## config.mk

```make
export PLATFORM = sky130hd
export DESIGN_NAME = hp_reg3_fifo_m
export DESIGN_NICKNAME = d
export VERILOG_FILES = /design/src/rtl/hp_tube_pkg.sv /design/src/rtl/hp_fifo_store_m.sv /design/src/rtl/hp_reg3_fifo_m.sv
export SDC_FILE = /design/constraint.sdc
export NUM_CORES = 1
export LEC_CHECK = 0
export ABC_CLOCK_PERIOD_IN_PS = 1800
export BUFFER_PORTS_ARGS = -buffer_cell sky130_fd_sc_hd__buf_2
export CELL_PAD_IN_SITES_DETAIL_PLACEMENT = 1
export CELL_PAD_IN_SITES_GLOBAL_PLACEMENT = 1
export CORE_AREA = 5 5 65 67
export CTS_CLUSTER_SIZE = 14
export DETAILED_ROUTE_END_ITERATION = 7
export DIE_AREA = 0 0 70 72
export PLACE_DENSITY_LB_ADDON = 0.05
export SETUP_SLACK_MARGIN = 0.02
export SYNTH_ARGS = -nofsm -noshare
export SYNTH_HDL_FRONTEND = slang
export SYNTH_SLANG_ARGS = --single-unit
```

## constraint.sdc

```tcl
create_clock -name p2_clk -period 1.8 [get_ports p2_clk]
set_input_delay 0.09 -clock p2_clk [delete_from_list [all_inputs] [get_ports p2_clk]]
set_output_delay 0.09 -clock p2_clk [all_outputs]
set_load 0.01 [all_outputs]
```

## src/rtl/hp_tube_pkg.sv

```systemverilog
// rtl/hp_tube_pkg.sv - shared constants and count encoding for the parasite register-3 FIFO
//
// Purpose : default FIFO geometry, occupancy encoding and the occupancy
//           step helper used by hp_reg3_fifo_m.
// Ports   : none (package).
package hp_tube_pkg;

  localparam int DATA_W_DEF = 8;
  localparam int DEPTH_DEF  = 2;

  typedef enum logic [1:0] {
    EMPTY = 2'd0,
    ONE   = 2'd1,
    FULL  = 2'd2
  } cnt_e;

  // Next occupancy for an accepted push and/or pop. Callers only pass an
  // accepted push/pop, so the count never steps past FULL or below EMPTY.
  function automatic cnt_e cnt_step(cnt_e c, logic up, logic dn);
    cnt_e n;
    n = c;
    if (up && !dn) begin
      if (c == EMPTY) n = ONE;
      else            n = FULL;
    end else if (dn && !up) begin
      if (c == FULL) n = ONE;
      else           n = EMPTY;
    end
    return n;
  endfunction

endpackage

```

## src/rtl/hp_fifo_store_m.sv

```systemverilog
// rtl/hp_fifo_store_m.sv - two-entry FIFO storage with head/tail pointers
//
// Purpose : holds the FIFO entries and the head/tail pointers; the caller
//           only issues pushes and pops it has already accepted.
// Ports   : i_clk        clock (rising edge)
//           i_rst_b      asynchronous active-low reset of the pointers
//           i_clr        synchronous pointer flush
//           i_push       write i_wr_data at the tail, advance tail
//           i_pop        advance head
//           i_wr_data    entry to write
//           o_head_data  entry at the head
module hp_fifo_store_m
  import hp_tube_pkg::*;
#(
  parameter int DATA_W = DATA_W_DEF,
  parameter int DEPTH  = DEPTH_DEF
) (
  input  logic              i_clk,
  input  logic              i_rst_b,
  input  logic              i_clr,
  input  logic              i_push,
  input  logic              i_pop,
  input  logic [DATA_W-1:0] i_wr_data,
  output logic [DATA_W-1:0] o_head_data
);

  localparam int PTR_W = $clog2(DEPTH);

  logic [DATA_W-1:0] r_mem [DEPTH];
  logic [PTR_W-1:0]  r_head;
  logic [PTR_W-1:0]  r_tail;

  always_ff @(posedge i_clk or negedge i_rst_b) begin
    if (!i_rst_b) begin
      r_head <= '0;
      r_tail <= '0;
    end else if (i_clr) begin
      r_head <= '0;
      r_tail <= '0;
    end else begin
      if (i_push) r_tail <= r_tail + PTR_W'(1);
      if (i_pop)  r_head <= r_head + PTR_W'(1);
    end
  end

  // Contents need no reset: occupancy in the top decides what is valid.
  always_ff @(posedge i_clk) begin
    if (i_push && !i_clr) r_mem[r_tail] <= i_wr_data;
  end

  assign o_head_data = r_mem[r_head];

endmodule

```

## src/rtl/hp_reg3_fifo_m.sv

```systemverilog
// rtl/hp_reg3_fifo_m.sv - host-to-parasite register-3 FIFO (one- or two-byte mode)
//
// Purpose : host pushes bytes, parasite pops them on the first cycle of a
//           register-3 read; flags follow occupancy and the two_byte mode.
// Config  : define HP_REG3_NMI_EN to drive nmi from p2_data_available;
//           otherwise nmi is tied low.
// Ports   : p2_clk             clock (rising edge)
//           rst_b              asynchronous active-low reset
//           wr_stb / wr_data   host write pulse and byte
//           p2_select/p2_rdnw  parasite register-3 access (read when rdnw=1)
//           two_byte           0 = one-byte FIFO, 1 = two-byte FIFO
//           clr                synchronous flush
//           rd_data            registered head entry
//           p2_data_available  parasite may read
//           host_full          host must not write
//           overrun            sticky: a host write was dropped
//           nmi                parasite interrupt request
module hp_reg3_fifo_m
  import hp_tube_pkg::*;
#(
  parameter int DATA_W = DATA_W_DEF,
  parameter int DEPTH  = DEPTH_DEF
) (
  input  logic              p2_clk,
  input  logic              rst_b,
  input  logic              wr_stb,
  input  logic [DATA_W-1:0] wr_data,
  input  logic              p2_select,
  input  logic              p2_rdnw,
  input  logic              two_byte,
  input  logic              clr,
  output logic [DATA_W-1:0] rd_data,
  output logic              p2_data_available,
  output logic              host_full,
  output logic              overrun,
  output logic              nmi
);

  cnt_e              r_count;
  cnt_e              w_count_nxt;
  logic              r_rd_prev;
  logic              r_overrun;
  logic [DATA_W-1:0] r_rd_data;
  logic [DATA_W-1:0] w_head_data;
  logic              w_rd_acc;
  logic              w_rd_first;
  logic              w_pop;
  logic              w_push;
  logic              w_drop;
  logic              w_load;

  assign w_rd_acc   = p2_select & p2_rdnw;
  assign w_rd_first = w_rd_acc & ~r_rd_prev;

  // A pop on an empty FIFO is ignored; a push into a full FIFO is only
  // accepted when a pop frees the head slot on the same edge.
  assign w_pop  = w_rd_first & (r_count != EMPTY) & ~clr;
  assign w_push = wr_stb & ((r_count != FULL) | w_pop) & ~clr;
  assign w_drop = wr_stb & (r_count == FULL) & ~w_pop & ~clr;

  // rd_data is frozen while a read access is in progress so the parasite
  // sees one stable byte; the new head is latched once the access ends.
  // With no access there is no pop, so the head only changes when an
  // empty FIFO takes a push (forward wr_data for that case).
  assign w_load = ~clr & ~w_rd_acc & ((r_count != EMPTY) | w_push);

  assign w_count_nxt = cnt_step(r_count, w_push, w_pop);

  always_ff @(posedge p2_clk or negedge rst_b) begin
    if (!rst_b) begin
      r_count   <= EMPTY;
      r_rd_prev <= 1'b0;
      r_overrun <= 1'b0;
      r_rd_data <= '0;
    end else if (clr) begin
      r_count   <= EMPTY;
      r_rd_prev <= 1'b0;
      r_overrun <= 1'b0;
    end else begin
      r_count   <= w_count_nxt;
      r_rd_prev <= w_rd_acc;
      if (w_drop) r_overrun <= 1'b1;
      if (w_load) r_rd_data <= (r_count == EMPTY) ? wr_data : w_head_data;
    end
  end

  hp_fifo_store_m #(
    .DATA_W (DATA_W),
    .DEPTH  (DEPTH)
  ) u_store (
    .i_clk       (p2_clk),
    .i_rst_b     (rst_b),
    .i_clr       (clr),
    .i_push      (w_push),
    .i_pop       (w_pop),
    .i_wr_data   (wr_data),
    .o_head_data (w_head_data)
  );

  assign rd_data           = r_rd_data;
  assign overrun           = r_overrun;
  assign p2_data_available = two_byte ? (r_count == FULL) : (r_count != EMPTY);
  assign host_full         = two_byte ? (r_count == FULL) : (r_count != EMPTY);

`ifdef HP_REG3_NMI_EN
  assign nmi = p2_data_available;
`else
  assign nmi = 1'b0;
`endif

endmodule

```

After elaboration in Yosys (flattened, before gate mapping) --
Memory sizes are Yosys's and may differ from the RTL's. Index checks and enable logic that the tools add are counted.
Operators by class: add/subtract/negate cells 2, $mul 0, div/mod/pow operators 0, magnitude comparators 0, equal/unequal tests 2, shift-type cells 0, multiplexer cells 16, bitwise gates (word level) 17, reductions and logical operators 13
Operators with widths (count):
- 1-bit AND | 11
- 1-bit two-way mux | 11
- 2-bit two-way mux | 4
- 8-bit two-way mux | 1
- 2-bit nonzero test | 4
- 1-bit inverter | 4
- 1-bit logical AND | 3
- 1-bit logical NOT | 3
- 3-bit nonzero test | 1
- 1-bit adder, second input constant | 2
- 2-bit == test, second input constant | 1
- 2-bit logical NOT | 1
- 2-bit != test, second input constant | 1
- 1-bit OR | 2
- 2-bit AND reduction | 1
Word-level totals: flip-flop bits (word level) 14, bits in latches 0, RAM bits 16, memory bits (read-only) 0, input port bits 15, output and inout port bits 12, logic and storage cells 57, memories kept 1
Memories:
- u_store.r_mem | words 2, bits a word 8, rd ports 1, clocked after Yosys merged registers in 0, wr ports 1, RTL line hp_fifo_store_m.sv:29 | logic [DATA_W-1:0] r_mem [DEPTH];

Logic depth before layout (Yosys ltp) --
depth after elaboration 12, mapped depth 4, depth with buffers taken out 3

By module --
A second synthesis with hierarchy kept.
Unflattened totals: cells, all modules 89, area, all modules 1401.3 um^2
By module, submodules not included:
- hp_fifo_store_m | instances 1, cells each 33, area an instance 703.2 um^2, sequential area each 530.5 um^2
- hp_reg3_fifo_m | instances 1, cells each 56, area an instance 698.2 um^2, sequential area each 300.3 um^2

Worst setup path before layout --
Ideal clock, no wire load.
path kind register to register, start register r_rd_prev, end memory u_store.r_mem[1][0] (netlist name) (enable), setup time 0.385 ns, arrival 1.484 ns, data required time 1.415 ns, setup slack -0.070 ns, cell stages (with the launch flop) 4, buffers on the path 0, clock period less this slack 1.870 ns, path through dfrtp_1 nand3b_1 a21bo_2 nor3b_1
On the way: word-level cells in the longest chain between the ends 10
RTL lines:
- start: declaration | RTL line hp_reg3_fifo_m.sv:41 | logic r_rd_prev;
- start signal: assignment | RTL line hp_reg3_fifo_m.sv:81 | r_rd_prev <= w_rd_acc;
- 1-bit inverter | RTL line hp_reg3_fifo_m.sv:53 | assign w_rd_first = w_rd_acc & ~r_rd_prev;
- 1-bit AND | RTL line hp_reg3_fifo_m.sv:53
- 1-bit AND (2 in series) | RTL line hp_reg3_fifo_m.sv:57 | assign w_pop = w_rd_first & (r_count != EMPTY) & ~clr;
- 1-bit OR | RTL line hp_reg3_fifo_m.sv:58 | assign w_push = wr_stb & ((r_count != FULL) | w_pop) & ~clr;
- 1-bit AND (2 in series) | RTL line hp_reg3_fifo_m.sv:58
- 1-bit logical AND | RTL line hp_fifo_store_m.sv:48 | if (i_push && !i_clr) r_mem[r_tail] <= i_wr_data;
- 1-bit two-way mux | RTL line hp_fifo_store_m.sv:48
- 1-bit two-way mux (implied by the code) | RTL line hp_fifo_store_m.sv:48
- end: declaration | RTL line hp_fifo_store_m.sv:29
Every way passes these cells.

Worst setup path in the final report --
start register r_count[0], end output p2_data_available
On the way: word-level cells in the longest chain between the ends 2, elaborated cells between the ends (all ways) 3, classes of those cells eq/ne (1); mux (1); reduce/logical (1)
RTL lines:
- start: declaration | RTL line hp_reg3_fifo_m.sv:39 | cnt_e r_count;
- start signal: assignment | RTL line hp_reg3_fifo_m.sv:80 | r_count <= w_count_nxt;
- 2-bit == test / 2-bit nonzero test (equally long branches) | RTL line hp_reg3_fifo_m.sv:102 | assign p2_data_available = two_byte ? (r_count == FULL) : (r_count != EMPTY);
- 1-bit two-way mux (*) | RTL line hp_reg3_fifo_m.sv:102
- end: declaration | RTL line hp_reg3_fifo_m.sv:33 | output logic p2_data_available,
Every way passes the cells marked *; elsewhere a longest branch is shown, timed or not.

==> metrics <==
outcome finished clean; Ports 27; # placed instances 173; Port Buf Inserts 25; ys async rst share about 47%; hold path endpoint r_rd_prev; Final Instance Count excl. Fillers roughly 190; FP Rows 22; gr usage total 13.41%; Synth area leaders edfxtp_1 37%, dfrtp_1 27%, mux2_2 7.7%, mux2i_1 6.9%, a21oi_1 4.2%; wire length of the first global-routing pass 5.085 mm; H-Tree Depth 2; synth warn 0; clock buffer depth 2; Worst R2R Path Depth 4; crit share post-route 91.52%; Final Max Slew Viols 0; Antenna Nets Post-Route 0; number of synthesized flops with an enable pin 16; vias in the first global route 993; critical path launch point r_count[0]; area share of the largest cell type after synthesis 36.54%; f_max between 600 and 700 MHz; wirelength, routed 3.038 mm; Initial Utilization 36.75%; RSZ-0062 raised after global routing false; wire per inst roughly 16 um; Die X 70 um; post-synth top area cell edfxtp_1; crit-path max FO 7; # Max-Cap Violations 0; Pwr Density approximately 1000 nW/um2; CTS tree built; gr ovfl total 0; DR DRC count 0; Post-DP HPWL 2.123 mm; Final nets 157; worst flop-to-flop path startpoint r_rd_prev; post-synthesis sequential area ratio 63.18%; Worst setup EP type primary output; hold buffer count at CTS 10; post-layout min period 1647 ps; Synth Net Count 114; #FFs+latches synth 30; WP data required approximately 1700 ps; final clock skew 5.486 ps; synthesized area 1315 um2; Post-synth top cells 16 x edfxtp_1, 14 x dfrtp_1, 11 x a21oi_1; Die Area between 5000 and 6000 um2; Final GP Congestion 0.7004; Final Cell Area around 1700 um2; LEAKAGE 0.6670 nW; peak supply drop 527.2 uV; Fill cells 386; flop-to-flop setup slack about 200 ps; most common cell in the netlist edfxtp_1; CP Class reg -> out; Worst setup SP type register; Worst Tran Pin Value 504.8 ps; DR pass1 iterations 2; hold path start p2_select; initial antenna violation count 0; WHS Path Cells 3; worst hold path class in -> reg; total CTS buffers 5; r2r endpoint u_store.r_mem[0][4]; Vias/cell approximately 4.8; root buffer cell clkbuf_4; dpl ws 230.7 ps; Post-synth top flop edfxtp_1; clock sink count 30; Post-DP Area 1529 um2; largest net degree at the start of global routing 15; post_cts resized 0; DRT iter0 DRCs 29; share of layout cells above drive strength 1 37.76%; mean post-synth cell area 13.28 um2; endpoints failing setup 0; setup ws final roughly 150 ps; clk_lat worst skew 330 ps; post-CTS setup buffer count 0; Synth-to-Final Area Change 27.97%; distinct cell type count after synthesis 28; Vias 925; Max-Slew Margin vs Limit 66.35%; Die Y slightly above 70 um; CORE AREA 3578 um2; clk slew on worst S/H paths 100 ps; setup total negative slack 0 ps; Syn Inst Count 99; Antenna Cells 0; Hold Vio Cnt, Final 0; data arrival time of the critical path approximately 1600 ps
## critical path, stage by stage, from the launching register on
cell and delay [ps]:
dfrtp_1 480, buf_4 200, nor2_1 300, a21oi_1 90
buf_2 160
## per-stage QoR
stage          power (mW)  hold WS (ps)  utilization [%]
5_1_grt             1.837         1.766            47.03
2_1_floorplan       1.161        -205.6                -
3_3_place_gp        1.343         27.00            42.73
6_report            1.734         15.21            47.03
3_5_place_dp        1.358         22.88            42.73
4_1_cts             1.762         1.929            47.03
## worst max path at each step
stage | endpoint | slack, ps | depth (start not counted)
3_5_place_dp | u_store.r_mem[0][0] | 230 | 4
2_1_floorplan | u_store.r_mem[0][0] | 20 | 3
3_3_place_gp | u_store.r_mem[0][5] | 250 | 4
4_1_cts | p2_data_available | 130 | 4
5_1_grt | p2_data_available | 40 | 4
6_report | p2_data_available | 150 | 4
## flip-flops by register name, indices dropped and copies added (netlist names)
register and cells:
r_rd_prev 1, r_count 2, rd_data 8, u_store.r_tail 1, overrun 1, u_store.r_mem 16
u_store.r_head 1
## where the power goes
| group | switching (mW) | internal (mW) |
|---|---|---|
| registers | 0.0583 | 0.828 |
| clock network | 0.238 | 0.145 |
| logic | 0.237 | 0.228 |
## metal layers
layer / track usage, % / wire, um / part of all wire (%)
met1: 17.80 / 1399 / 46
met3: 3.601 / 118 / 3.9
met2: 20.46 / 1459 / 48
met5: 0 / 0 / 0
met4: 6.383 / 61 / 2.0
## cell usage in the layout, fill, tap and decap left out
master         count
nor3_2             1
edfxtp_1          16
a21oi_1           11
o21ai_0            1
nor2b_1            2
buf_2             25
a2111oi_0          1
a21bo_2            1
nor3_1             9
nand3b_1           1
nor2_1             5
nand2_1            2
or3_1              1
buf_4              8
mux2i_1            9
nor3b_2            1
mux2_2             9
a211oi_1           1
and2_1             1
clkbuf_4           5
conb_1             1
a31oi_1            1
a211oi_4           1
nand2b_1           1
o22ai_1            1
clkinv_2           1
dlygate4sd3_1     10
or2_2              1
dfrtp_1           14
clkinv_1           1
clkinvlp_4         1
## area by class of cell
type                    instances  area (um2)  area share, %
well taps                      48       60.06          3.569
flip-flops and latches         30       830.8          49.37
clock buffers                   5       37.54          2.230
multi-input cells              62       452.9          26.91
clock inverters                 3       16.27         0.9665
repair buffers                 43       285.3          16.95
## cell families (layout without fill, tap and decap cells)
kind of cell	count (synthesis)	in the layout	synth area share, %
AO/OA/AOI/OAI	18	18	9.039
buffers and inverters	7	51	2.758
flip-flops	30	30	63.18
multiplexers	18	18	14.56
other	1	1	0.2852
AND/OR/NAND/NOR	25	25	10.18
No activity file was read; power rests on OpenSTA's default activity.
